File: src/rtl/uart_alu_ctrl_pkg.sv
// Package: uart_alu_ctrl_pkg
// Shared definitions for the UART/ALU byte controller. The external ALU uses
// the same opcode values.
//  - opcode localparams for the eight supported ALU operations
//  - 3-bit FSM state encoding
//  - default error byte sent back for an unsupported opcode
//  - op_supported(): true for opcodes the ALU implements
package uart_alu_ctrl_pkg;

  localparam logic [5:0] OP_SRL = 6'h02;
  localparam logic [5:0] OP_SRA = 6'h03;
  localparam logic [5:0] OP_ADD = 6'h20;
  localparam logic [5:0] OP_SUB = 6'h22;
  localparam logic [5:0] OP_AND = 6'h24;
  localparam logic [5:0] OP_OR  = 6'h25;
  localparam logic [5:0] OP_XOR = 6'h26;
  localparam logic [5:0] OP_NOR = 6'h27;

  localparam logic [7:0] ERR_CODE_DEFAULT = 8'hFF;

  typedef enum logic [2:0] {
    ST_WAIT_A  = 3'd0,
    ST_WAIT_B  = 3'd1,
    ST_WAIT_OP = 3'd2,
    ST_CALC    = 3'd3,
    ST_SEND    = 3'd4,
    ST_WAIT_TX = 3'd5
  } state_t;

  function automatic logic op_supported(input logic [5:0] op);
    case (op)
      OP_ADD, OP_SUB, OP_AND, OP_OR,
      OP_XOR, OP_NOR, OP_SRA, OP_SRL: return 1'b1;
      default:                        return 1'b0;
    endcase
  endfunction

endpackage

File: src/rtl/ctrl_timeout_cnt.sv
// Module: ctrl_timeout_cnt
// Inter-byte idle counter for uart_alu_ctrl. Only instantiated when
// UART_CTRL_TIMEOUT_EN is defined.
// Ports:
//  clock     in   system clock, rising edge
//  reset     in   synchronous active-low reset
//  clear     in   restart the count at zero (byte accepted or not waiting)
//  count_en  in   advance the count this cycle
//  expire    out  count has reached TIMEOUT_CYCLES-1 while counting
module ctrl_timeout_cnt #(
  parameter int TIMEOUT_CYCLES = 100000
) (
  input  logic clock,
  input  logic reset,
  input  logic clear,
  input  logic count_en,
  output logic expire
);

  localparam int CW = (TIMEOUT_CYCLES > 1) ? $clog2(TIMEOUT_CYCLES) : 1;
  localparam logic [CW-1:0] LIMIT = CW'(TIMEOUT_CYCLES - 1);

  logic [CW-1:0] count;
  logic          at_limit;

  assign at_limit = (count == LIMIT);

  // Saturate at the limit; the owner clears us on the following cycle.
  always_ff @(posedge clock) begin
    if (!reset) begin
      count <= '0;
    end else if (clear) begin
      count <= '0;
    end else if (count_en && !at_limit) begin
      count <= count + 1'b1;
    end
  end

  assign expire = count_en && at_limit;

endmodule

File: src/rtl/uart_alu_ctrl.sv
// Module: uart_alu_ctrl
// Byte-level controller between UART rx/tx cores and a combinational ALU.
// Collects operand A, operand B and an opcode from the receiver, presents them
// to the ALU, registers the result (or ERR_CODE for an unsupported opcode) and
// hands it to the transmitter with a tx_start/tx_done handshake. One frame is
// in flight at a time; bytes arriving while busy are dropped.
//
// Optional feature: define UART_CTRL_TIMEOUT_EN to abort a partially received
// frame after TIMEOUT_CYCLES idle cycles in WAIT_B/WAIT_OP.
//
// Ports:
//  clock       in   system clock, rising edge
//  reset       in   synchronous active-low reset
//  rx_done     in   1-cycle pulse, rx_data valid
//  rx_data     in   received byte
//  tx_done     in   1-cycle pulse, transmitter finished
//  alu_result  in   combinational ALU output
//  alu_a       out  registered operand A
//  alu_b       out  registered operand B
//  alu_op      out  registered opcode (rx_data[5:0])
//  tx_start    out  1-cycle pulse, start transmitting tx_data
//  tx_data     out  byte to transmit, stable until tx_done
//  busy        out  high in CALC, SEND, WAIT_TX
//  op_err      out  1-cycle pulse in CALC for an unsupported opcode
//  timeout     out  1-cycle pulse when a frame is aborted (0 without macro)
module uart_alu_ctrl
  import uart_alu_ctrl_pkg::*;
#(
  parameter int                N_BITS         = 8,
  parameter logic [N_BITS-1:0] ERR_CODE       = N_BITS'(ERR_CODE_DEFAULT),
  parameter int                TIMEOUT_CYCLES = 100000
) (
  input  logic              clock,
  input  logic              reset,
  input  logic              rx_done,
  input  logic [N_BITS-1:0] rx_data,
  input  logic              tx_done,
  input  logic [N_BITS-1:0] alu_result,
  output logic [N_BITS-1:0] alu_a,
  output logic [N_BITS-1:0] alu_b,
  output logic [5:0]        alu_op,
  output logic              tx_start,
  output logic [N_BITS-1:0] tx_data,
  output logic              busy,
  output logic              op_err,
  output logic              timeout
);

  state_t state;
  state_t state_next;
  logic   collecting;
  logic   accept;
  logic   abort;

  assign collecting = (state == ST_WAIT_A) || (state == ST_WAIT_B) ||
                      (state == ST_WAIT_OP);
  assign accept     = rx_done && collecting;

`ifdef UART_CTRL_TIMEOUT_EN
  logic count_en;
  logic expire;

  assign count_en = (state == ST_WAIT_B) || (state == ST_WAIT_OP);

  ctrl_timeout_cnt #(
    .TIMEOUT_CYCLES(TIMEOUT_CYCLES)
  ) u_timeout_cnt (
    .clock    (clock),
    .reset    (reset),
    .clear    (accept || !count_en),
    .count_en (count_en),
    .expire   (expire)
  );

  // A byte arriving on the expiry edge wins over the abort.
  assign abort = expire && !rx_done;
`else
  localparam int unused_timeout_cycles = TIMEOUT_CYCLES;
  assign abort = 1'b0;
`endif

  assign timeout = abort;

  // State register.
  // NOTE: sequential state uses non-blocking (<=) so every register samples
  // the pre-edge values of the others, independent of block ordering.
  always_ff @(posedge clock) begin
    if (!reset) begin
      state <= ST_WAIT_A;
    end else begin
      state <= state_next;
    end
  end

  // Next-state logic.
  always_comb begin
    // NOTE: default assignment first, so no path leaves state_next unassigned
    // and no latch is inferred.
    state_next = state;
    unique case (state)
      ST_WAIT_A:  if (rx_done) state_next = ST_WAIT_B;
      ST_WAIT_B:  if (rx_done) state_next = ST_WAIT_OP;
                  else if (abort) state_next = ST_WAIT_A;
      ST_WAIT_OP: if (rx_done) state_next = ST_CALC;
                  else if (abort) state_next = ST_WAIT_A;
      ST_CALC:    state_next = ST_SEND;
      ST_SEND:    state_next = ST_WAIT_TX;
      // rx_done here is ignored even when it coincides with tx_done.
      ST_WAIT_TX: if (tx_done) state_next = ST_WAIT_A;
      default:    state_next = ST_WAIT_A;
    endcase
  end

  // Output decode; all outputs here depend only on registered state/opcode.
  always_comb begin
    tx_start = 1'b0;
    busy     = 1'b0;
    op_err   = 1'b0;
    unique case (state)
      ST_CALC: begin
        busy   = 1'b1;
        op_err = !op_supported(alu_op);
      end
      ST_SEND: begin
        busy     = 1'b1;
        tx_start = 1'b1;
      end
      ST_WAIT_TX: busy = 1'b1;
      default: ;
    endcase
  end

  // Operand, opcode and result registers. Operands persist after the frame
  // and are only overwritten by the next accepted byte (or an abort).
  always_ff @(posedge clock) begin
    if (!reset) begin
      alu_a   <= '0;
      alu_b   <= '0;
      alu_op  <= '0;
      tx_data <= '0;
    end else begin
      if (abort) begin
        alu_a  <= '0;
        alu_b  <= '0;
        alu_op <= '0;
      end else if (accept) begin
        unique case (state)
          ST_WAIT_A:  alu_a  <= rx_data;
          ST_WAIT_B:  alu_b  <= rx_data;
          ST_WAIT_OP: alu_op <= rx_data[5:0];
          default: ;
        endcase
      end

      if (state == ST_CALC) begin
        tx_data <= op_supported(alu_op) ? alu_result : ERR_CODE;
      end
    end
  end

endmodule
File: config.mk
export PLATFORM = sky130hd
export DESIGN_NAME = uart_alu_ctrl
export DESIGN_NICKNAME = d
export VERILOG_FILES = /design/src/rtl/uart_alu_ctrl_pkg.sv /design/src/rtl/ctrl_timeout_cnt.sv /design/src/rtl/uart_alu_ctrl.sv
export SDC_FILE = /design/constraint.sdc
export NUM_CORES = 1
export LEC_CHECK = 0
export ABC_AREA = 1
export CORE_MARGIN = 1.5
export CORE_UTILIZATION = 40
export CTS_CLUSTER_SIZE = 16
export DETAILED_ROUTE_END_ITERATION = 10
export GPL_ROUTABILITY_DRIVEN = 0
export PLACE_DENSITY = 0.77
export SLEW_MARGIN = 0
export SYNTH_ARGS = -nofsm -noshare
export SYNTH_HDL_FRONTEND = slang
export SYNTH_SLANG_ARGS = --single-unit
File: constraint.sdc
create_clock -name clock -period 1.1 [get_ports clock]
set_input_delay 0.11 -clock clock [delete_from_list [all_inputs] [get_ports clock]]
set_output_delay 0.11 -clock clock [all_outputs]
set_load 0.1 [all_outputs]
==> results of run 1 <==
==> state kept, by name, indices dropped and copies added (netlist names) <==
register / flops
tx_data: 8
alu_b: 8
state: 3
alu_op: 6
alu_a: 8
==> logic make-up (layout without fill, tap and decap cells) <==
family	count (synthesis)	in the layout	share of synthesized area
AO/OA/AOI/OAI	32	32	0.123
buffers and inverters	19	102	0.0627
flip-flops	33	33	0.501
other	1	1	0.00285
AND/OR/NAND/NOR	99	101	0.310
==> layout make-up <==
cell class / instances / area, µm²
Fill cell: 106 / 236
Timing Repair Buffer: 80 / 1120
Inverter: 14 / 95.1
Multi-Input combinational cell: 134 / 815
Clock buffer: 8 / 58.8
Sequential cell: 33 / 724
Tap cell: 44 / 55.1
==> layout by cell type, fill, tap and decap left out, types with 6 or more instances in the layout <==
cell type	n
nand2_2	6
o21ai_2	13
clkdlybuf4s50_1	19
nand2_4	7
dfxtp_2	24
buf_6	12
dfxtp_4	9
o21ai_0	11
nor2_2	12
or2_0	6
nor2_1	51
o21ai_1	6
buf_4	15
buf_12	34
==> stage by stage <==
step	setup TNS [ns]	util	instances	hold slack, ns
after floorplan	-1.21	-	184	0.242
after CTS	-1.61	0.813	298	0.432
after detailed placement	-5.11	0.760	285	0.500
after global placement	-4.09	0.760	285	0.490
final	-4.95	0.924	313	0.428
after global routing	-6.09	0.924	313	0.429
==> critical path, cell delays in order, from the launching register on <==
cell        delay (ns)
dfxtp_4           0.40
buf_6             0.13
nand2_4           0.07
nand2_4           0.06
nand2_4           0.06
clkinvlp_4        0.09
buf_12            0.17
==> layer usage <==
layer  vias up  GRT usage  wire [µm]
li1        760          -          -
met1       822      0.279       2240
met2        80      0.376       2890
met3        22     0.0490        313
met4         0      0.108        262
met5         -          0          0
==> worst paths after layout <==
| kind | from | endpoint | slack [ns] | depth (start not counted) |
|---|---|---|---|---|
| worst max-delay path | state[1]$_SDFFE_PN0P_ | busy | -0.33 | 6 |
| worst min-delay path | rx_data[7] | alu_b[7]$_SDFFE_PN0P_ | 0.43 | 3 |
| worst max register to register | state[0]$_SDFFE_PN0P_ | tx_data[5]$_SDFFE_PN0N_ | -0.27 | 6 |
| worst min register to register | alu_b[0]$_SDFFE_PN0P_ | alu_b[0]$_SDFFE_PN0P_ | 0.52 | 2 |
==> synth_stat cells (all sizes together) <==
| cell type | n |
|---|---|
| dfxtp | 33 |
| nor2 | 68 |
| a31oi | 2 |
| or2 | 8 |
| nand4 | 1 |
| buf | 3 |
| inv | 14 |
| nand2 | 17 |
| nand3 | 5 |
| clkbuf | 2 |
| conb | 1 |
| o21ai | 30 |
==> report_power, final <==
part | switching [mW] | total, mW | internal (mW)
combinational | 1.27 | 2.02 | 0.758
sequential | 0.162 | 1.48 | 1.32
clock | 0.437 | 0.752 | 0.315
==> timing repair <==
item | CTS | global route
gates cloned | 1 | 2
resized for setup | 29 | 83
pin swaps | 4 | 28
setup buffers | 4 | 13
endpoints found under the setup margin | 31 | 36
==> results by group, run 1 <==
Layout
  – ANT cells: 0
  – Layout net count: 288
  – P&R area growth vs syn: 118%
  – Post-route cell area: 2870 µm²
  – Share of cells above drive strength 1: 0.591

Clock tree
  – CTS Hold Bufs: 0
  – Clock transition at path regs: 0.11 ns
  – CTS tree: yes
  – Total CTS buffers: 5
  – Clock sinks: 33
  – CTS Buffer Depth: 2
  – Clock Latency Late Sink: 0.36 ns
  – Root Driver: clkbuf_4
  – H-Tree Depth: 2

Worst setup path
  – Worst EP required: 0.99 ns
  – Worst Path Max Fanout: 5
  – Setup crit start kind: register
  – CP endpoint kind: output pin
  – Critical Setup Path Class: register to output pin
  – CP arrival: 1.32 ns

Placement
  – Placed instance area: 2360 µm²
  – Input/output buffers: 52
  – HPWL after DPL: 2660 µm
  – Post-Place Setup Slack: -0.245 ns

Power and ir drop
  – PwrDens: 1490 nW/µm²
  – VDD IR max: 0.00132 V
  – Power Total: 4.26 mW
  – P_leak: 1.17 nW

Route
  – Pre-antenna DRT Iters: 4
  – Routed via count: 1684
  – Vias per cell: 5.38
  – Final WL: 5700 µm
  – DRT iter0 DRCs: 83
  – Detailed-route DRC error count: 0
  – Post-route ant nets: 0
  – WL/cell: 18.2 µm

Timing
  – Fin. Hold Viols: 0
  – Final count of negative-setup-slack endpoints: 38
  – RSZ-0062 raised after global routing: true
  – Setup ws final: -0.333 ns
  – Final Max Tran Viols: 0
  – Clk_skew: 0.0128 ns
  – Final min period: 1.43 ns
  – Final period util: 1.30
  – Fmax: 698 MHz

Die
  – Core footprint: 3100 µm²
  – Row cnt: 20
  – Initial Utilization: 0.425
  – Die Y: 60.4 µm
  – Num ports: 54
  – Die area: 3650 µm²
  – Die width: 60.4 µm

Global route
  – Final global-route overflow total: 0
  – Global-route wire length before repair: 6110 µm
  – Largest net degree at the start of global routing: 33
  – Number of antenna violations at the first check in global routing: 0
  – Tot GR Track Use: 0.226
  – Vias in the first global route: 1372

Synth
  – Post-synthesis sequential area ratio: 0.501
  – Top cell type's share of synthesized area: 0.501
  – #FFs+latches synth: 33
  – Area contributors post-synth: dfxtp_1, nor2_1, o21ai_0
  – Ys Warns: 0
  – Avg Cell Area, Syn: 7.16 µm²
  – Mapped Area: 1320 µm²
  – Top cell type by total area after synthesis: dfxtp_1
  – Netlist cell types: 18
  – Mapped Cells: 184
  – Syn_nets: 204

Hold path
  – Worst hold path type: primary input to register

Job
  – Total of max-cap violations: 0

Run status
  – Outcome: finished, violations left
  – Failing checks: negative setup slack
Power figures use the tool's default switching activity.
==> run 2: changes to the inputs <==
--- a/config.mk
+++ b/config.mk
@@ -7,11 +7,11 @@
 export LEC_CHECK = 0
 export ABC_AREA = 1
 export CORE_MARGIN = 1.5
-export CORE_UTILIZATION = 40
+export CORE_UTILIZATION = 42
 export CTS_CLUSTER_SIZE = 16
 export DETAILED_ROUTE_END_ITERATION = 10
 export GPL_ROUTABILITY_DRIVEN = 0
-export PLACE_DENSITY = 0.77
+export PLACE_DENSITY = 0.81
 export SLEW_MARGIN = 0
 export SYNTH_ARGS = -nofsm -noshare
 export SYNTH_HDL_FRONTEND = slang
==> results by group, run 2 (same netlist as run 1, synthesis figures left out) <==
Run status
  – Outcome: finished, violations left (unchanged)
  – Failing checks: negative setup slack (unchanged)

Timing
  – Final min period: 1.40 ns (was 1.43 ns)
  – Final count of negative-setup-slack endpoints: 33 (was 38)
  – Minimum hold slack: 0.438 ns (was 0.428 ns)
  – Fin. Hold Viols: 0 (unchanged)
  – Final Max Tran Viols: 0 (unchanged)
  – Clk_skew: 0.0130 ns (was 0.0128 ns)
  – Setup ws final: -0.296 ns (was -0.333 ns)
  – Setup Total Neg Slack: -3.32 ns (was -4.95 ns)
  – Fmax: 716 MHz (was 698 MHz)
  – Final period util: 1.27 (was 1.30)
  – RSZ-0062 raised after global routing: true (unchanged)

Placement
  – Input/output buffers: 52 (unchanged)
  – Post-Place Setup Slack: -0.230 ns (was -0.245 ns)
  – HPWL after DPL: 2720 µm (was 2660 µm)

Layout
  – Commonest non-fill, non-tap cell in the layout: nor2_1 (unchanged)
  – Area of the multi-input gates: 682 µm² (was 815 µm²)
  – Top flop regs: alu_a x8, alu_b x8, tx_data x8 (unchanged)
  – Most frequent cells in the layout: nor2_1, buf_12, dfxtp_2 (unchanged)
  – Layout net count: 279 (was 288)
  – Sequential cell area: 722 µm² (was 724 µm²)
  – P&R area growth vs syn: 102% (was 118%)
  – ANT cells: 0 (unchanged)
  – Fillers: 136 (was 106)
  – Share of cells above drive strength 1: 0.496 (was 0.591)

Global route
  – Number of antenna violations at the first check in global routing: 0 (unchanged)
  – Tot GR Track Use: 0.244 (was 0.226)
  – Largest net degree at the start of global routing: 33 (unchanged)
  – Vias in the first global route: 1360 (was 1372)
  – Global-route wire length before repair: 6200 µm (was 6110 µm)
  – Final global-route overflow total: 0 (unchanged)

Worst setup path
  – CP endpoint kind: output pin (unchanged)
  – CP arrival: 1.29 ns (was 1.32 ns)
  – Critical R2R Capture: alu_b[5]$_SDFFE_PN0P_ (was tx_data[5]$_SDFFE_PN0N_)
  – Worst EP required: 0.99 ns (about the same)
  – R2R depth: 7 (was 6)
  – R2R Setup Slk: -0.21 ns (was -0.27 ns)
  – RR Startpoint: state[2]$_SDFFE_PN0P_ (was state[0]$_SDFFE_PN0P_)
  – Critical Setup Path Class: register to output pin (unchanged)
  – Setup crit start kind: register (unchanged)
  – Worst Path Max Fanout: 7 (was 5)

Die
  – Die width: 59.0 µm (was 60.4 µm)
  – Core footprint: 3030 µm² (was 3100 µm²)
  – Num ports: 54 (unchanged)
  – Row cnt: 20 (unchanged)
  – Die area: 3480 µm² (was 3650 µm²)
  – Die Y: 59.0 µm (was 60.4 µm)
  – Initial Utilization: 0.435 (was 0.425)

Route
  – DRT iter0 DRCs: 43 (was 83)
  – Post-route ant nets: 0 (unchanged)
  – Final WL: 4390 µm (was 5700 µm)
  – Routed via count: 1517 (was 1684)
  – Pre-antenna DRT Iters: 4 (unchanged)
  – Detailed-route DRC error count: 0 (unchanged)
  – WL/cell: 14.4 µm (was 18.2 µm)
  – Vias per cell: 4.99 (was 5.38)

Clock tree
  – H-Tree Depth: 2 (unchanged)
  – Clock transition at path regs: 0.10 ns (was 0.11 ns)
  – Clock Latency Late Sink: 0.34 ns (was 0.36 ns)
  – Total CTS buffers: 5 (unchanged)
  – CTS tree: yes (unchanged)
  – CTS Buffer Depth: 2 (unchanged)
  – Clock sinks: 33 (unchanged)
  – CTS Hold Bufs: 0 (unchanged)
  – Root Driver: clkbuf_4 (unchanged)

Hold path
  – Hold depth: 4 (was 3)
  – Hold path start: alu_result[3] (was rx_data[7])
  – Worst hold path type: primary input to register (unchanged)
  – Hold Path Sink: tx_data[3]$_SDFFE_PN0N_ (was alu_b[7]$_SDFFE_PN0P_)

Power and ir drop
  – Power Total: 3.98 mW (was 4.26 mW)
  – VDD IR max: 0.00142 V (was 0.00132 V)
  – P_leak: 1.09 nW (was 1.17 nW)
  – PwrDens: 1490 nW/µm² (about the same)

Job
  – Total of max-cap violations: 0 (unchanged)
## run 2: cell types whose count changed in the layout (fill, tap and decap cells not counted), moves of 3 or more
cell / before / now
nor2_1: 51 / 61
nor2_2: 12 / 6
nand2_4: 7 / 2
buf_4: 15 / 8
nor2_4: 5 / 1
nand2_1: 5 / 8
o21ai_2: 13 / 8
o21ai_1: 6 / 9
## run 2: final cells by class
| class | count | area share |
|---|---|---|
| clock buffers | 8 | 0.0221 |
| well taps | 44 | 0.0207 |
| repair buffers | 73 | 0.400 |
| multi-input cells | 132 | 0.256 |
| flip-flops and latches | 33 | 0.271 |
| inverters | 14 | 0.0301 |
## run 2: worst max path at each step
stage	from	cells past startpoint	endpoint
5_1_grt	state[1]$_SDFFE_PN0P_	4	tx_start
6_report	state[1]$_SDFFE_PN0P_	4	tx_start
2_1_floorplan	alu_op[5]$_SDFFE_PN0P_	2	op_err
3_3_place_gp	rx_done	6	alu_a[4]$_SDFFE_PN0P_
4_1_cts	alu_op[2]$_SDFFE_PN0P_	5	op_err
3_5_place_dp	rx_done	5	alu_op[2]$_SDFFE_PN0P_
## run 2: report_power, final
group	leakage, nW	switching [mW]	total, mW	internal [mW]
sequential	0.286	0.135	1.45	1.32
clock	0.0326	0.392	0.707	0.315
combinational	0.772	1.14	1.82	0.673
total	1.09	1.67	3.98	2.31
## run 2: worst max-delay path, stage by stage, from the launching register on
cell	delay (ns)
dfxtp_4	0.40
nor2_2	0.18
nand2_2	0.11
clkinvlp_4	0.09
buf_12	0.16
## run 2: timing repair
action | in CTS | in global routing
setup buffers | 5 | 6
pin swaps | 9 | 6
cloned | 0 | 0
setup endpoints to repair | 38 | 42
gates resized for setup | 40 | 31
## run 2: metrics by stage
stage               utilization  cells  cell area, µm²
global placement          0.784    287            2370
detailed placement        0.784    287            2370
CTS                       0.845    300            2560
floorplan                     -    184            1400
finish                    0.880    304            2660
global route              0.880    304            2660
## run 2: layer usage
layer | track usage | part of all wire | up-vias | routed length [µm]
met5 | 0 | 0 | - | 0
met4 | 0.149 | 0.031 | 0 | 136
met3 | 0.0459 | 0.042 | 14 | 186
met2 | 0.389 | 0.53 | 62 | 2310
met1 | 0.304 | 0.40 | 703 | 1760
li1 | - | - | 738 | -
